**config.mk**
```make
export PLATFORM = sky130hd
export DESIGN_NAME = id_ex_stage_flat
export DESIGN_NICKNAME = d
export VERILOG_FILES = /design/src/rtl/id_ex_stage_if.sv /design/src/rtl/id_ex_stage.sv /design/src/flat_wrapper.sv
export SDC_FILE = /design/constraint.sdc
export NUM_CORES = 1
export LEC_CHECK = 0
export ABC_AREA = 1
export BUFFER_PORTS_ARGS = -buffer_cell sky130_fd_sc_hd__buf_2
export CORE_MARGIN = 2
export CORE_UTILIZATION = 25
export DETAILED_ROUTE_END_ITERATION = 8
export MAX_ROUTING_LAYER = met4
export PLACE_DENSITY = 0.59
export SYNTH_ARGS = -nofsm -noshare
export SYNTH_HDL_FRONTEND = slang
export SYNTH_SLANG_ARGS = --single-unit
```
**constraint.sdc**
```tcl
create_clock -name clk -period 2.75 [get_ports clk]
set_input_delay 0.1375 -clock clk [delete_from_list [all_inputs] [get_ports clk]]
set_output_delay 0.1375 -clock clk [all_outputs]
set_load 0.03 [all_outputs]
```
**src/rtl/id_ex_stage_if.sv**
```systemverilog
// Bus between decode and the ID/EX stage: decoded instruction and producer
// write-back info flow in; ALU operands, EX controls and stall flow out.
interface id_ex_stage_if #(
    parameter int unsigned XLEN = 32,
    parameter int unsigned RA_W = 5
);
    logic            id_valid;
    logic [XLEN-1:0] id_pc;
    logic [RA_W-1:0] id_rs1;
    logic [RA_W-1:0] id_rs2;
    logic [RA_W-1:0] id_rd;
    logic [XLEN-1:0] id_rs1_data;
    logic [XLEN-1:0] id_rs2_data;
    logic [XLEN-1:0] id_imm;
    logic [3:0]      id_alu_sel;
    logic [2:0]      id_func3;
    logic            id_src1_pc;
    logic            id_src2_imm;
    logic            id_reg_write;
    logic            id_mem_read;
    logic            id_mem_write;
    logic            id_branch;
    logic            id_jump;
    logic            flush;
    logic            exmem_reg_write;
    logic            memwb_reg_write;
    logic [RA_W-1:0] exmem_rd;
    logic [RA_W-1:0] memwb_rd;
    logic [XLEN-1:0] exmem_result;
    logic [XLEN-1:0] memwb_result;
    logic [XLEN-1:0] alu_in1;
    logic [XLEN-1:0] alu_in2;
    logic [3:0]      alu_sel;
    logic [2:0]      alu_func3;
    logic            ex_valid;
    logic [XLEN-1:0] ex_pc;
    logic [XLEN-1:0] ex_store_data;
    logic [RA_W-1:0] ex_rd;
    logic            ex_reg_write;
    logic            ex_mem_read;
    logic            ex_mem_write;
    logic            ex_branch;
    logic            ex_jump;
    logic            stall;

    modport master (
        output id_valid, id_pc, id_rs1, id_rs2, id_rd, id_rs1_data, id_rs2_data, id_imm,
               id_alu_sel, id_func3, id_src1_pc, id_src2_imm, id_reg_write, id_mem_read,
               id_mem_write, id_branch, id_jump, flush, exmem_reg_write, memwb_reg_write,
               exmem_rd, memwb_rd, exmem_result, memwb_result,
        input  alu_in1, alu_in2, alu_sel, alu_func3, ex_valid, ex_pc, ex_store_data, ex_rd,
               ex_reg_write, ex_mem_read, ex_mem_write, ex_branch, ex_jump, stall
    );

    modport slave (
        input  id_valid, id_pc, id_rs1, id_rs2, id_rd, id_rs1_data, id_rs2_data, id_imm,
               id_alu_sel, id_func3, id_src1_pc, id_src2_imm, id_reg_write, id_mem_read,
               id_mem_write, id_branch, id_jump, flush, exmem_reg_write, memwb_reg_write,
               exmem_rd, memwb_rd, exmem_result, memwb_result,
        output alu_in1, alu_in2, alu_sel, alu_func3, ex_valid, ex_pc, ex_store_data, ex_rd,
               ex_reg_write, ex_mem_read, ex_mem_write, ex_branch, ex_jump, stall
    );
endinterface

```
**src/rtl/id_ex_stage.sv**
```systemverilog
// ID/EX pipeline register with operand hazard handling and flush/stall bubbles.
// Macro ID_EX_FORWARDING_EN enables EX/MEM and MEM/WB forwarding; without it the
// stage stalls until no in-flight producer writes an ID source register.
module id_ex_stage #(
    parameter int unsigned XLEN = 32,
    parameter int unsigned RA_W = 5
) (
    input logic          clk,
    input logic          rst,
    id_ex_stage_if.slave bus
);
    localparam int unsigned CW = 5;  // {reg_write, mem_read, mem_write, branch, jump}

    logic            valid_q, valid_d;
    logic [CW-1:0]   ctrl_q, ctrl_d;
    logic [3:0]      alu_sel_q, alu_sel_d;
    logic [2:0]      func3_q, func3_d;
    logic [XLEN-1:0] pc_q, rs1_data_q, rs2_data_q, imm_q;
    logic [RA_W-1:0] rs1_q, rs2_q, rd_q;
    logic            src1_pc_q, src2_imm_q;
    logic            stall;
    logic [XLEN-1:0] fwd_rs1, fwd_rs2;

    function automatic logic producer_hit(input logic [RA_W-1:0] src, input logic wr,
                                          input logic [RA_W-1:0] rd);
        return wr && (rd != '0) && (rd == src);
    endfunction

    always_comb begin
        valid_d   = bus.id_valid;
        ctrl_d    = {bus.id_reg_write, bus.id_mem_read, bus.id_mem_write, bus.id_branch, bus.id_jump};
        alu_sel_d = bus.id_alu_sel;
        func3_d   = bus.id_func3;
        if (bus.flush || stall || !bus.id_valid) begin
            valid_d   = 1'b0;
            ctrl_d    = '0;
            alu_sel_d = '0;
            func3_d   = '0;
        end
    end

    always_ff @(posedge clk) begin
        if (!rst) begin
            valid_q    <= 1'b0;
            ctrl_q     <= '0;
            alu_sel_q  <= '0;
            func3_q    <= '0;
            pc_q       <= '0;
            rs1_data_q <= '0;
            rs2_data_q <= '0;
            imm_q      <= '0;
            rs1_q      <= '0;
            rs2_q      <= '0;
            rd_q       <= '0;
            src1_pc_q  <= 1'b0;
            src2_imm_q <= 1'b0;
        end else begin
            valid_q    <= valid_d;
            ctrl_q     <= ctrl_d;
            alu_sel_q  <= alu_sel_d;
            func3_q    <= func3_d;
            pc_q       <= bus.id_pc;
            rs1_data_q <= bus.id_rs1_data;
            rs2_data_q <= bus.id_rs2_data;
            imm_q      <= bus.id_imm;
            rs1_q      <= bus.id_rs1;
            rs2_q      <= bus.id_rs2;
            rd_q       <= bus.id_rd;
            src1_pc_q  <= bus.id_src1_pc;
            src2_imm_q <= bus.id_src2_imm;
        end
    end

`ifdef ID_EX_FORWARDING_EN
    // EX/MEM is younger than MEM/WB, so it wins when both write the same rd.
    always_comb begin
        if (producer_hit(rs1_q, bus.exmem_reg_write, bus.exmem_rd)) begin
            fwd_rs1 = bus.exmem_result;
        end else if (producer_hit(rs1_q, bus.memwb_reg_write, bus.memwb_rd)) begin
            fwd_rs1 = bus.memwb_result;
        end else begin
            fwd_rs1 = rs1_data_q;
        end
        if (producer_hit(rs2_q, bus.exmem_reg_write, bus.exmem_rd)) begin
            fwd_rs2 = bus.exmem_result;
        end else if (producer_hit(rs2_q, bus.memwb_reg_write, bus.memwb_rd)) begin
            fwd_rs2 = bus.memwb_result;
        end else begin
            fwd_rs2 = rs2_data_q;
        end
    end

    assign stall = bus.id_valid & valid_q & ctrl_q[3] & (rd_q != '0)
                 & ((rd_q == bus.id_rs1) | (rd_q == bus.id_rs2));
`else
    logic unused_fwd;
    logic rs1_busy, rs2_busy;

    assign unused_fwd = ^{bus.exmem_result, bus.memwb_result, rs1_q, rs2_q};
    assign fwd_rs1    = rs1_data_q;
    assign fwd_rs2    = rs2_data_q;

    always_comb begin
        rs1_busy = producer_hit(bus.id_rs1, valid_q & ctrl_q[4], rd_q)
                 | producer_hit(bus.id_rs1, bus.exmem_reg_write, bus.exmem_rd)
                 | producer_hit(bus.id_rs1, bus.memwb_reg_write, bus.memwb_rd);
        rs2_busy = producer_hit(bus.id_rs2, valid_q & ctrl_q[4], rd_q)
                 | producer_hit(bus.id_rs2, bus.exmem_reg_write, bus.exmem_rd)
                 | producer_hit(bus.id_rs2, bus.memwb_reg_write, bus.memwb_rd);
    end

    assign stall = bus.id_valid & (rs1_busy | rs2_busy);
`endif

    assign bus.alu_in1       = src1_pc_q ? pc_q : fwd_rs1;
    assign bus.alu_in2       = src2_imm_q ? imm_q : fwd_rs2;
    assign bus.ex_store_data = fwd_rs2;
    assign bus.alu_sel       = alu_sel_q;
    assign bus.alu_func3     = func3_q;
    assign bus.ex_valid      = valid_q;
    assign bus.ex_pc         = pc_q;
    assign bus.ex_rd         = rd_q;
    assign {bus.ex_reg_write, bus.ex_mem_read, bus.ex_mem_write, bus.ex_branch, bus.ex_jump}
                             = ctrl_q & {CW{valid_q}};
    assign bus.stall         = stall;
endmodule
```
**src/flat_wrapper.sv**
```systemverilog
// flat-port wrapper written by rule: the top's interface ports become plain ports
module id_ex_stage_flat 
#(
    parameter int unsigned XLEN = 32,
    parameter int unsigned RA_W = 5
)
  (clk, rst, bus_id_valid, bus_id_pc, bus_id_rs1, bus_id_rs2, bus_id_rd, bus_id_rs1_data, bus_id_rs2_data, bus_id_imm, bus_id_alu_sel, bus_id_func3, bus_id_src1_pc, bus_id_src2_imm, bus_id_reg_write, bus_id_mem_read, bus_id_mem_write, bus_id_branch, bus_id_jump, bus_flush, bus_exmem_reg_write, bus_memwb_reg_write, bus_exmem_rd, bus_memwb_rd, bus_exmem_result, bus_memwb_result, bus_alu_in1, bus_alu_in2, bus_alu_sel, bus_alu_func3, bus_ex_valid, bus_ex_pc, bus_ex_store_data, bus_ex_rd, bus_ex_reg_write, bus_ex_mem_read, bus_ex_mem_write, bus_ex_branch, bus_ex_jump, bus_stall);
  id_ex_stage_if #(.XLEN(XLEN), .RA_W(RA_W)) bus_i ();
  input logic clk;
  input logic rst;
  input wire logic [$bits(bus_i.id_valid)-1:0] bus_id_valid;
  input wire logic [$bits(bus_i.id_pc)-1:0] bus_id_pc;
  input wire logic [$bits(bus_i.id_rs1)-1:0] bus_id_rs1;
  input wire logic [$bits(bus_i.id_rs2)-1:0] bus_id_rs2;
  input wire logic [$bits(bus_i.id_rd)-1:0] bus_id_rd;
  input wire logic [$bits(bus_i.id_rs1_data)-1:0] bus_id_rs1_data;
  input wire logic [$bits(bus_i.id_rs2_data)-1:0] bus_id_rs2_data;
  input wire logic [$bits(bus_i.id_imm)-1:0] bus_id_imm;
  input wire logic [$bits(bus_i.id_alu_sel)-1:0] bus_id_alu_sel;
  input wire logic [$bits(bus_i.id_func3)-1:0] bus_id_func3;
  input wire logic [$bits(bus_i.id_src1_pc)-1:0] bus_id_src1_pc;
  input wire logic [$bits(bus_i.id_src2_imm)-1:0] bus_id_src2_imm;
  input wire logic [$bits(bus_i.id_reg_write)-1:0] bus_id_reg_write;
  input wire logic [$bits(bus_i.id_mem_read)-1:0] bus_id_mem_read;
  input wire logic [$bits(bus_i.id_mem_write)-1:0] bus_id_mem_write;
  input wire logic [$bits(bus_i.id_branch)-1:0] bus_id_branch;
  input wire logic [$bits(bus_i.id_jump)-1:0] bus_id_jump;
  input wire logic [$bits(bus_i.flush)-1:0] bus_flush;
  input wire logic [$bits(bus_i.exmem_reg_write)-1:0] bus_exmem_reg_write;
  input wire logic [$bits(bus_i.memwb_reg_write)-1:0] bus_memwb_reg_write;
  input wire logic [$bits(bus_i.exmem_rd)-1:0] bus_exmem_rd;
  input wire logic [$bits(bus_i.memwb_rd)-1:0] bus_memwb_rd;
  input wire logic [$bits(bus_i.exmem_result)-1:0] bus_exmem_result;
  input wire logic [$bits(bus_i.memwb_result)-1:0] bus_memwb_result;
  output wire logic [$bits(bus_i.alu_in1)-1:0] bus_alu_in1;
  output wire logic [$bits(bus_i.alu_in2)-1:0] bus_alu_in2;
  output wire logic [$bits(bus_i.alu_sel)-1:0] bus_alu_sel;
  output wire logic [$bits(bus_i.alu_func3)-1:0] bus_alu_func3;
  output wire logic [$bits(bus_i.ex_valid)-1:0] bus_ex_valid;
  output wire logic [$bits(bus_i.ex_pc)-1:0] bus_ex_pc;
  output wire logic [$bits(bus_i.ex_store_data)-1:0] bus_ex_store_data;
  output wire logic [$bits(bus_i.ex_rd)-1:0] bus_ex_rd;
  output wire logic [$bits(bus_i.ex_reg_write)-1:0] bus_ex_reg_write;
  output wire logic [$bits(bus_i.ex_mem_read)-1:0] bus_ex_mem_read;
  output wire logic [$bits(bus_i.ex_mem_write)-1:0] bus_ex_mem_write;
  output wire logic [$bits(bus_i.ex_branch)-1:0] bus_ex_branch;
  output wire logic [$bits(bus_i.ex_jump)-1:0] bus_ex_jump;
  output wire logic [$bits(bus_i.stall)-1:0] bus_stall;
  assign bus_i.id_valid = bus_id_valid;
  assign bus_i.id_pc = bus_id_pc;
  assign bus_i.id_rs1 = bus_id_rs1;
  assign bus_i.id_rs2 = bus_id_rs2;
  assign bus_i.id_rd = bus_id_rd;
  assign bus_i.id_rs1_data = bus_id_rs1_data;
  assign bus_i.id_rs2_data = bus_id_rs2_data;
  assign bus_i.id_imm = bus_id_imm;
  assign bus_i.id_alu_sel = bus_id_alu_sel;
  assign bus_i.id_func3 = bus_id_func3;
  assign bus_i.id_src1_pc = bus_id_src1_pc;
  assign bus_i.id_src2_imm = bus_id_src2_imm;
  assign bus_i.id_reg_write = bus_id_reg_write;
  assign bus_i.id_mem_read = bus_id_mem_read;
  assign bus_i.id_mem_write = bus_id_mem_write;
  assign bus_i.id_branch = bus_id_branch;
  assign bus_i.id_jump = bus_id_jump;
  assign bus_i.flush = bus_flush;
  assign bus_i.exmem_reg_write = bus_exmem_reg_write;
  assign bus_i.memwb_reg_write = bus_memwb_reg_write;
  assign bus_i.exmem_rd = bus_exmem_rd;
  assign bus_i.memwb_rd = bus_memwb_rd;
  assign bus_i.exmem_result = bus_exmem_result;
  assign bus_i.memwb_result = bus_memwb_result;
  assign bus_alu_in1 = bus_i.alu_in1;
  assign bus_alu_in2 = bus_i.alu_in2;
  assign bus_alu_sel = bus_i.alu_sel;
  assign bus_alu_func3 = bus_i.alu_func3;
  assign bus_ex_valid = bus_i.ex_valid;
  assign bus_ex_pc = bus_i.ex_pc;
  assign bus_ex_store_data = bus_i.ex_store_data;
  assign bus_ex_rd = bus_i.ex_rd;
  assign bus_ex_reg_write = bus_i.ex_reg_write;
  assign bus_ex_mem_read = bus_i.ex_mem_read;
  assign bus_ex_mem_write = bus_i.ex_mem_write;
  assign bus_ex_branch = bus_i.ex_branch;
  assign bus_ex_jump = bus_i.ex_jump;
  assign bus_stall = bus_i.stall;
  id_ex_stage #(.XLEN(XLEN), .RA_W(RA_W)) u_core (.clk(clk), .rst(rst), .bus(bus_i));
endmodule
```
# [Word-level counts from Yosys, hierarchy flattened]
# Cells that the tools add are included.
[classes] reduce_logical=16 n_eq_ne=6 multipliers=0 bitwise=9 n_div=0 order_cmp=0 muxes=2 add_sub_neg=0 n_shift=0
[op_table] op="$mux 32" count=2
[op_table] op="$eq 5x5->1" count=6
[op_table] op="$reduce_bool 5->1" count=3
[op_table] op="$logic_and 1x1->1" count=9
[op_table] op="$and 5x5->5" count=1
[op_table] op="$or 1x1->1" count=5
[op_table] op="$and 1x1->1" count=2
[op_table] op="$logic_or 1x1->1" count=2
[op_table] op="$reduce_or 2->1" count=1
[op_table] op="$logic_not 1->1" count=1
[op_table] op="$not 1->1" count=1
[totals] ff_bits=148 in_bits=237 elab_cells=44 romBits=0 memories=0 out_inout_bits=147 mem_bits_rw=0 latch_bits=0

# [Longest topological paths before layout]
[depth] word_depth=10 ltp_mapped=10 mapped_depth_nobuf=9

# [Worst setup path after synthesis]
# Ideal clock, no wire load.
[synth_timing] path_kind="reg-to-output" start="register u_core.valid_q, in the netlist u_core.bus.ex_valid" end="output port bus_stall" t_arrival_ns=1.483 path_stages_with_launch=8 required_ns=2.612 path_slack_ns=1.129 path_cell_list="dfxtp_1 nand2_1 inv_1 o21ai_0 inv_1 nand2_1 nand3_1 and2_1"
[synth_between] elab_chain_cells=7
[synth_lines] element="from (decl)" line="id_ex_stage.sv:14" text="logic valid_q, valid_d;"
[synth_lines] element="from (signal assigned)" line="id_ex_stage.sv:58" text="valid_q <= valid_d;"
[synth_lines] element="$and 1x1->1 *" line="id_ex_stage.sv:104, id_ex_stage.sv:107"
[synth_lines] element="$logic_and 1x1->1 *" line="id_ex_stage.sv:26" text="return wr && (rd != '0) && (rd == src);"
[synth_lines] element="$logic_and 1x1->1" line="id_ex_stage.sv:26"
[synth_lines] element="$or 1x1->1 (on tied branches)" line="id_ex_stage.sv:105, id_ex_stage.sv:108"
[synth_lines] element="$or 1x1->1 (on tied branches)" line="id_ex_stage.sv:106, id_ex_stage.sv:109"
[synth_lines] element="$or 1x1->1 *" line="id_ex_stage.sv:112" text="assign stall = bus.id_valid & (rs1_busy | rs2_busy);"
[synth_lines] element="$and 1x1->1 *" line="id_ex_stage.sv:112"
[synth_lines] element="to (decl)" line="flat_wrapper.sv:48" text="output wire logic [$bits(bus_i.stall)-1:0] bus_stall;"
# Mark *: on every way between the ends. The rest lies on a longest branch, timed or not.

# [Worst setup path after layout]
[layout_timing] start="register u_core.src2_imm_q" end="output port bus_alu_in2[14]"
[layout_between] elab_chain_cells=1
[layout_lines] element="from (decl)" line="id_ex_stage.sv:20" text="logic src1_pc_q, src2_imm_q;"
[layout_lines] element="from (signal assigned)" line="id_ex_stage.sv:70" text="src2_imm_q <= bus.id_src2_imm;"
[layout_lines] element="$mux 32" line="id_ex_stage.sv:116" text="assign bus.alu_in2 = src2_imm_q ? imm_q : fwd_rs2;"
[layout_lines] element="to (decl)" line="flat_wrapper.sv:36" text="output wire logic [$bits(bus_i.alu_in2)-1:0] bus_alu_in2;"
# No other way between the ends.

==> impl_metrics.env <==
export IMPL_hold_path_class="in2reg"
export IMPL_start_kind="flop"
export IMPL_reg2reg_depth=7
export IMPL_yosysWarnings=0
export IMPL_via_count=5470
export IMPL_r2r_end="u_core.ctrl_q[1]"
export IMPL_gp_congestion=0.828
export IMPL_critical_path_class="reg2out"
export IMPL_setup_tns_final_ns=0
export IMPL_area_growth_pct=70.8
export IMPL_wl_met1_mm=7.02
export IMPL_r2r_setup_slack_ns=1.38
export IMPL_cp_required_ns=2.61
export IMPL_clock_latency_ns=0.41
export IMPL_cts_root_buf="clkbuf_16"
export IMPL_avgSynthCellArea_sq_um=8.34
export IMPL_ios=384
export IMPL_cp_depth=3
export IMPL_endpoint="bus_alu_in2[14]"
export IMPL_crit_path_top_delay_cell="buf_4"
export IMPL_drt_iter0_drc=196
export IMPL_clk_path_buf_depth=2
export IMPL_powerDensity_nw_per_um2=585
export IMPL_crit_path_start="u_core.src2_imm_q"
export IMPL_die_area_sq_um=23400
export IMPL_antenna_found_initial=0
export IMPL_maxSlewViolCount=0
export IMPL_syn_nets=902
export IMPL_switching_power_uw=1620
export IMPL_fin_skew_ns=0.00530
export IMPL_cts_sink_count=148
export IMPL_grt_pass1_wl_mm=27.2
export IMPL_area_sequential_sq_um=2960
export IMPL_maxSlewHeadroom_pct=67.0
export IMPL_power_frac_seq_pct=41.5
export IMPL_postSynthCellCount=665
export IMPL_vdd_drop_max_mv=0.339
export IMPL_sw_frac_of_total_pct=29.2
export IMPL_ys_seq_elements=148
export IMPL_nFillCells=2108
export IMPL_p_comb_share_pct=17.9
export IMPL_multiInputGateArea_sq_um=1800
export IMPL_cts_buffers=17
export IMPL_std_cell_rows=54
export IMPL_slowest_delay_ns=0.40
export IMPL_fin_nets=1367
export IMPL_die_x_microns=153
export IMPL_critPathCaptureType="primary output"
export IMPL_drive_gt1_share_pct=37.4
export IMPL_fin_crit_sh_pct=68.4
export IMPL_clock_power_share_pct=40.6
export IMPL_critical_path_top_delay_family="buffers and inverters"
export IMPL_finalSetupViolCount=0
export IMPL_tightestPinTransition_ns=0.495
export IMPL_antennaDiodeCount=0
export IMPL_route_detailed_drc=0
export IMPL_grt_start_max_net_pins=73
export IMPL_r2r_start="u_core.bus.ex_rd[3]"
export IMPL_synth_cell_types=20
export IMPL_overflow=0
export IMPL_p_leak_uw=0.00574
export IMPL_syn_area_sq_um=5540
export IMPL_die_y_microns=153
export IMPL_grt_pass1_vias=5667
export IMPL_htree_num_levels=4
export IMPL_rsz0062_at_grt="false"
export IMPL_postCtsSetupRepairBufs=0
export IMPL_drtAntennaViolNets=0
export IMPL_top_layer_used="met4"
export IMPL_cts_tree="done"
export IMPL_io_buffer_count=319
export IMPL_core_area_sq_um=21800
export IMPL_initial_core_util_pct=25.4
export IMPL_clk_pin_slew_ns=0.06
export IMPL_cp_max_fo=32
export IMPL_grt_use_total_pct=14.8
export IMPL_fmax_ghz=0.531
export IMPL_crit_arrival_ns=1.74
export IMPL_stdcell_area_sq_um=9470
export IMPL_maxCapViolCount=0
export IMPL_dp_hpwl_mm=11.5
export IMPL_dr_wl_met2_mm=8.88
export IMPL_wirelength_mm=17.1
export IMPL_yosysSeqAreaShare_pct=53.5
export IMPL_avgRoutedWirePerCell_microns=12.0
export IMPL_path_cells="buf_4, mux2_2, buf_2"
export IMPL_path_buf_inv=2
export IMPL_status="completed"
export IMPL_routed_wl_met3_microns=833
export IMPL_min_period_ns=1.88
export IMPL_final_hold_violation_count=0
export IMPL_viasPerCell=3.84
export IMPL_placed_cell_area_sq_um=7420
export IMPL_intPower_uw=3920
export IMPL_first_pass_iters=6
kinds of logic (layout without fill, tap and decap cells):
family | Yosys count | in the layout | share of synthesized area, %
AO/OA/AOI/OAI | 3 | 3 | 0.271
XOR/XNOR | 14 | 14 | 2.21
buffers and inverters | 201 | 679 | 14.0
flip-flops | 148 | 148 | 53.5
multiplexers | 64 | 64 | 13.0
AND/OR/NAND/NOR | 235 | 235 | 17.0
how the worst min path moves through the flow:
stage / slack, ns / cells past startpoint / from / endpoint
after floorplan: 0.24 / 2 / bus_id_pc[0] / u_core.bus.ex_pc[0]
after global placement: 0.32 / 3 / bus_id_pc[10] / u_core.bus.ex_pc[10]
after detailed placement: 0.32 / 3 / bus_id_rs2_data[25] / u_core.bus.ex_store_data[25]
after CTS: 0.13 / 3 / rst / u_core.bus.ex_pc[0]
after global routing: 0.15 / 3 / rst / u_core.bus.ex_rd[2]
final: 0.14 / 3 / rst / u_core.bus.ex_rd[4]
per-layer routing:
metal	global-route usage (%)	vias to the layer above
met5	-	-
li1	-	2827
met2	26.5	188
met4	5.64	0
met1	16.3	2431
met3	3.03	24
flip-flops by register name, summed over array words and instances, names as in the netlist, 3 cells and up:
register and count:
u_core.fwd_rs1 32, u_core.ctrl_q 5, u_core.bus.alu_func3 3, u_core.bus.ex_rd 5, u_core.bus.ex_pc 32, u_core.imm_q 32, u_core.bus.alu_sel 4, u_core.bus.ex_store_data 32
repair_timing:
| action | in CTS | in global routing |
|---|---|---|
| endpoints found under the hold margin | 147 | 0 |
| hold buffers | 147 | 0 |
| gates resized for setup | 0 | 0 |
through the flow:
step	total power (uW)	setup slack [ns]	hold slack, ns	util [%]	std cells
global route	5790	0.656	0.155	43.4	1423
CTS	5620	0.832	0.130	43.4	1423
finish	5540	0.868	0.144	43.4	1423
global placement	3160	1.30	0.318	34.0	1244
floorplan	2850	1.13	0.235	-	665
detailed placement	3170	1.29	0.320	34.0	1244
cells in the mapped netlist:
| master | instances | area share [%] |
|---|---|---|
| xor2_1 | 8 | 1.3 |
| nand4_4 | 1 | 0.38 |
| clkbuf_1 | 11 | 0.74 |
| inv_2 | 1 | 0.068 |
| nand2_2 | 1 | 0.11 |
| buf_6 | 1 | 0.20 |
| dfxtp_1 | 148 | 53 |
| nand3_1 | 8 | 0.72 |
| and2_1 | 1 | 0.11 |
| buf_2 | 12 | 1.1 |
| nand4_1 | 1 | 0.11 |
| mux2_1 | 4 | 0.81 |
| mux2_2 | 60 | 12 |
| nand2_1 | 195 | 13 |
| xnor2_1 | 6 | 0.95 |
| nor2_4 | 1 | 0.20 |
| nor2_2 | 8 | 0.90 |
| nor2_1 | 19 | 1.3 |
| inv_1 | 176 | 12 |
| o21ai_0 | 3 | 0.27 |
worst register-to-register path, cell delays in order, from the launching register on:
cell and delay, ns:
dfxtp_1 0.42, xor2_1 0.16, nor2_1 0.06, nand3_1 0.08, nand2_1 0.06, nand2_1 0.11, nand4_4 0.25, nor2_1 0.17
layout by cell type, fill, tap and decap left out, drive strengths merged:
cell type,n
xnor2,6
clkinv,3
mux2,64
buf,323
nand2,196
and2,1
nand3,8
xor2,8
dfxtp,148
nand4,2
clkinvlp,1
o21ai,3
clkbuf,18
inv,187
dlygate4sd3,147
nor2,28
area by class of cell:
class | count | share of cell area, %
timing repair buffer | 470 | 32.9
sequential | 148 | 31.3
multi-input combinational | 316 | 19.0
inverter | 177 | 7.02
clock buffer | 18 | 4.64
tap | 280 | 3.70
clock inverter | 14 | 1.43
power by group through the flow:
stage / registers (uW) / logic, uW / clock network (uW)
2_1_floorplan: 2450 / 401 / 0
3_3_place_gp: 2340 / 818 / 0
3_5_place_dp: 2340 / 822 / 0
4_1_cts: 2300 / 990 / 2330
5_1_grt: 2310 / 1070 / 2410
6_report: 2300 / 992 / 2250
(Power assumes the default switching activity.)
